`config.mk`:
```
export PLATFORM = sky130hd
export DESIGN_NAME = bayer_line_ctrl
export DESIGN_NICKNAME = d
export VERILOG_FILES = /design/src/rtl/bayer_line_ctrl.sv
export SDC_FILE = /design/constraint.sdc
export NUM_CORES = 1
export LEC_CHECK = 0
export ABC_CLOCK_PERIOD_IN_PS = 5700
export BUFFER_PORTS_ARGS = -buffer_cell sky130_fd_sc_hd__buf_2
export CORE_MARGIN = 2
export CORE_UTILIZATION = 60
export CTS_BUF_LIST = sky130_fd_sc_hd__clkbuf_8
export DETAILED_ROUTE_END_ITERATION = 6
export PLACE_DENSITY = 0.89
export SYNTH_ARGS = -nofsm -noshare
export SYNTH_HDL_FRONTEND = slang
export SYNTH_SLANG_ARGS = --single-unit
```
`constraint.sdc`:
```
create_clock -name sclk -period 5.7 [get_ports sclk]
set_clock_uncertainty 0.15 [all_clocks]
set_input_delay 0.285 -clock sclk [delete_from_list [all_inputs] [get_ports sclk]]
set_output_delay 0.285 -clock sclk [all_outputs]
set_load 0.05 [all_outputs]
```
`src/rtl/bayer_line_ctrl.sv`:
```
// bayer_line_ctrl: line-buffer addressing, Bayer phase and sync alignment for the demosaic datapath
//   sclk, s_rst          pixel clock, asynchronous active-high reset
//   i_vga_vsync/hsync/de raw timing from the VGA source
//   cfg_bayer            Bayer origin (00 RGGB, 01 GRBG, 10 GBRG, 11 BGGR), latched at frame start
//   ram_wr_*/ram_rd_*    single-line dual-port buffer control (read-before-write, 1-cycle read)
//   o_phase/o_line_valid pixel phase and previous-line validity, aligned with RAM dout
//   o_vga_*              syncs delayed one cycle to match RAM dout
//   o_row_cnt/o_line_width/o_err_width/o_err_ovf  line bookkeeping and sticky per-frame errors
module bayer_line_ctrl #(
    parameter int ADDR_W    = 11,
    parameter int MAX_WIDTH = 1920
) (
    input  logic              sclk,
    input  logic              s_rst,
    input  logic              i_vga_vsync,
    input  logic              i_vga_hsync,
    input  logic              i_vga_de,
    input  logic [1:0]        cfg_bayer,
    output logic              ram_wr_en,
    output logic [ADDR_W-1:0] ram_wr_addr,
    output logic              ram_rd_en,
    output logic [ADDR_W-1:0] ram_rd_addr,
    output logic [1:0]        o_phase,
    output logic              o_line_valid,
    output logic              o_vga_vsync,
    output logic              o_vga_hsync,
    output logic              o_vga_de,
    output logic [15:0]       o_row_cnt,
    output logic [ADDR_W:0]   o_line_width,
    output logic              o_err_width,
    output logic              o_err_ovf
);
    localparam logic [ADDR_W:0] MAXW = (ADDR_W+1)'(MAX_WIDTH);

    typedef enum logic [1:0] {IDLE, FRAME, LINE, BLANK} state_t;

    state_t            state, state_nxt;
    logic [ADDR_W:0]   col_cnt, prev_width;
    logic [1:0]        cfg_latched;
    logic              pix, line_end;

    always_ff @(posedge sclk or posedge s_rst)
        if (s_rst) state <= IDLE;
        else       state <= state_nxt;

    // o_vga_de doubles as the previous-cycle de for edge detection; a pixel
    // only counts once a vsync has armed the frame and the line began with a
    // de rise (de still high when vsync drops is a line we never saw start).
    always_comb begin
        state_nxt = state;
        pix       = 1'b0;
        line_end  = 1'b0;
        if (i_vga_vsync) begin
            state_nxt = FRAME;
        end else if (state == LINE) begin
            pix       = i_vga_de;
            line_end  = !i_vga_de;
            state_nxt = i_vga_de ? LINE : BLANK;
        end else if (state != IDLE) begin
            pix       = i_vga_de && !o_vga_de;
            state_nxt = pix ? LINE : state;
        end
        ram_wr_en   = pix && col_cnt < MAXW;
        ram_rd_en   = pix && o_row_cnt != '0 && col_cnt < prev_width;
        ram_wr_addr = col_cnt[ADDR_W-1:0];
        ram_rd_addr = col_cnt[ADDR_W-1:0];
    end

    always_ff @(posedge sclk or posedge s_rst)
        if (s_rst) begin
            col_cnt      <= '0;
            prev_width   <= '0;
            cfg_latched  <= '0;
            o_row_cnt    <= '0;
            o_line_width <= '0;
            o_err_width  <= 1'b0;
            o_err_ovf    <= 1'b0;
            o_phase      <= '0;
            o_line_valid <= 1'b0;
            o_vga_vsync  <= 1'b0;
            o_vga_hsync  <= 1'b0;
            o_vga_de     <= 1'b0;
        end else begin
            o_vga_vsync  <= i_vga_vsync;
            o_vga_hsync  <= i_vga_hsync;
            o_vga_de     <= i_vga_de;
            o_line_valid <= ram_rd_en;
            if (pix)
                o_phase <= {o_row_cnt[0], col_cnt[0]} ^ cfg_latched;
            if (i_vga_vsync) begin
                col_cnt     <= '0;
                prev_width  <= '0;
                o_row_cnt   <= '0;
                o_err_width <= 1'b0;
                o_err_ovf   <= 1'b0;
                cfg_latched <= cfg_bayer;
            end else begin
                if (pix)
                    col_cnt <= col_cnt + (ADDR_W+1)'(col_cnt != MAXW);
                else if (!i_vga_de)
                    col_cnt <= '0;
                if (pix && col_cnt == MAXW)
                    o_err_ovf <= 1'b1;
                if (line_end) begin
                    o_row_cnt    <= o_row_cnt + 16'(o_row_cnt != 16'hFFFF);
                    prev_width   <= col_cnt;
                    o_line_width <= col_cnt;
                    if (o_row_cnt != '0 && col_cnt != prev_width)
                        o_err_width <= 1'b1;
                end
            end
        end
endmodule

```
==> metrics.txt <==
sequential element share of the synthesized area=a little under half; initial core utilization=between 60% and 70%; Max clock buf depth=2; WL met2=approximately 3.6 mm; Hold/Removal Path Class=input pin to async pin; final worst-path cycle share=roughly 54%; Top FF cell, synth=dfrtp_1; CP max stage delay=480 ps; Post-CTS Setup Bufs=0; Post-synth EDFFs=0; internal power=approximately 0.00080 W; DRC viols=0; Worst path slowest cell=or4b_1; fin cells=roughly 460; largest net degree at the start of global routing=65; I/O Buffers=between 60 and 70; setup TNS=0 ps; cts hold-fix bufs=1; syn_nets=~370; Sw Ratio=a little under a quarter; Die X=just under 80 um; Vias=about 2,700; M1 wire length=approximately 3.2 mm; crit start category=flop; ant diodes=0; CTS HTree Levels=3; first-pass GRT wire length=12.4 mm; max capacitance violation total=0; cell count after placement=approximately 450; CP Class=flop to output pin; Worst-Margin Slew=between 900 and 1000 ps; Post-DP HPWL=4.93 mm; Final Hold Fails=0; flops & latches, synth=64; Async S/R FF share, synth=100%; status=completed; final worst slack=~2600 ps; Gate power share=about 7.6%; post-cts sizing count=0; worst slack, placed=~2800 ps; gr ovfl total=0; Rel. slew slack=a little over a third; Worst EP required=~5300 ps; CP max FO=8; Detailed Route Iter0 Violations=~240; final WL=around 7.4 mm; Die Area=roughly 6300 um^2; fmax=~330 MHz; Post-DRT Antenna Nets=0; max-slew violations=0; initial antenna violation count=0; core area=5470 um^2; wire length per cell=about 16 um; gate count after technology mapping=roughly 340; clk_lat worst skew=about 350 ps; vias in the first global route=2,572; worst path cell trace=ha_1 -> a211oi_1 -> nor2_1 -> or4b_1 -> nor3_1 -> buf_2; crit path DAT=2620 ps; nets=between 400 and 500; # IOs=between 60 and 70; P_sw=between 0.0002 and 0.00025 W; TritonCTS clock tree=done; Clock power frac=between 40% and 50%; Hold Slack=~3.5 ps; commonest non-fill, non-tap cells in the layout=66 x buf_2, 64 x dfrtp_1, 35 x nand2_1, 34 x a21oi_1, 27 x nor2_1; syn_area_per_cell=~10 um^2; crit path time final=3060 ps; Die Y=slightly below 80 um; RSZ-0062 raised after global routing=false; P_leak=around 1.9 nW; Pre-Repair DR Iteration Count=4; worst r2r path cells=8; # rows=27; top sig layer=met4; leading cell type in the layout, fill and taps excluded=buf_2; Worst-path clk slew=~70 ps; Worst Setup End Kind=output pin; clk sinks=64; area grow syn2layout=14.0%; routability cong.=between 0.8 and 0.9; gr usage total=roughly a quarter; clock root buffer=clkbuf_8; Vias/cell=approximately 5.8; synth unique cells=44; layout cells sized above 1=between 20% and 30%; mapped cell area=approximately 3400 um^2; fillers=between 400 and 500; Reg power frac=a little under half; maximum vdd drop=approximately 0.00026 V; yosys warns=0; Power Density=271 nW/um^2; Final setup viols=0; Detail Route met3 WL=just under 500 um; CTS Buf Count=9
-- area by class of cell --
cell class | instances | area (um^2) | share of cell area [%]
Clock inverter | 5 | 103 | 2.66
Multi-Input combinational cell | 225 | 1490 | 38.7
Timing Repair Buffer | 68 | 348 | 9.02
Tap cell | 72 | 90.1 | 2.34
Sequential cell | 64 | 1600 | 41.5
Inverter | 19 | 71.3 | 1.85
Clock buffer | 11 | 151 | 3.93
-- final timing paths --
| check | to | slack [ps] | start |
|---|---|---|---|
| max | ram_rd_en | 2640 | col_cnt[9] |
| min | o_line_width[2] | 4 | s_rst |
| max reg2reg | o_row_cnt[14] | 3050 | o_row_cnt[8] |
| min reg2reg | o_err_width | 350 | o_err_width |
| max in group asynchronous | o_row_cnt[1] | 4860 | s_rst |
| min in group sclk | o_vga_de | 0 | i_vga_de |
-- layer usage --
layer	up-vias	track usage [%]
met5	-	0
met4	0	11.2
met3	17	5.57
met2	102	41.4
met1	1314	33.3
li1	1272	-
-- Yosys cell counts (3+ instances only) --
library cell | instances | share of area (%)
dfrtp_1 | 64 | 47
nand2_1 | 35 | 3.9
a21oi_1 | 34 | 5.0
nor2_1 | 27 | 3.0
buf_4 | 22 | 4.9
inv_1 | 19 | 2.1
ha_1 | 17 | 6.3
mux2_2 | 14 | 4.7
nand4_1 | 12 | 2.2
nand3_1 | 10 | 1.5
xor2_1 | 9 | 2.3
clkbuf_1 | 8 | 0.89
o21ai_0 | 7 | 1.0
or3_1 | 7 | 1.3
xnor2_1 | 6 | 1.6
nor4_1 | 5 | 0.92
buf_2 | 4 | 0.59
nor3_1 | 4 | 0.59
o31ai_1 | 4 | 0.89
or4_1 | 4 | 0.89
and4_1 | 3 | 0.78
-- stage by stage --
stage               instance area, um^2  total power (W)  util [%]
floorplan                          3380         0.000538         -
global placement                   3590         0.000555      65.6
detailed placement                 3590         0.000557      65.6
CTS                                3860          0.00104      70.5
global route                       3860          0.00107      70.5
finish                             3860          0.00104      70.5
-- power groups by stage --
stage | registers (W) | logic (W) | clock network, W
detailed placement | 0.000479 | 0.0000784 | 0
global placement | 0.000479 | 0.0000758 | 0
finish | 0.000471 | 0.0000795 | 0.000493
global route | 0.000472 | 0.0000859 | 0.000512
CTS | 0.000471 | 0.0000797 | 0.000494
floorplan | 0.000496 | 0.0000419 | 0
-- kinds of logic after synthesis --
kind of cell / count (synthesis) / share of synthesized area, %
flip-flops: 64 / 47.3
buffers and inverters: 54 / 8.58
AND/OR/NAND/NOR: 124 / 20.0
XOR/XNOR: 15 / 3.88
multiplexers: 14 / 4.66
adder cells (fa/ha/maj): 17 / 6.29
AO/OA/AOI/OAI: 55 / 9.28
-- worst max-delay path: cells and delay by family, from the launching register on --
family | cells | cell delay [ps]
and+or+nand+nor | 3 | 870
DFF | 1 | 470
adders and majority gates | 1 | 350
buffers and inverters | 1 | 330
AOI/OAI and AO/OA | 1 | 260
-- flip-flops by register name (all words and copies together), names as in the netlist, 2 cells and up --
| register | count |
|---|---|
| state | 2 |
| o_line_width | 12 |
| prev_width | 12 |
| col_cnt | 12 |
| cfg_latched | 2 |
| o_phase | 2 |
| o_row_cnt | 16 |
Note: power is estimated with default switching activity, not from simulation.
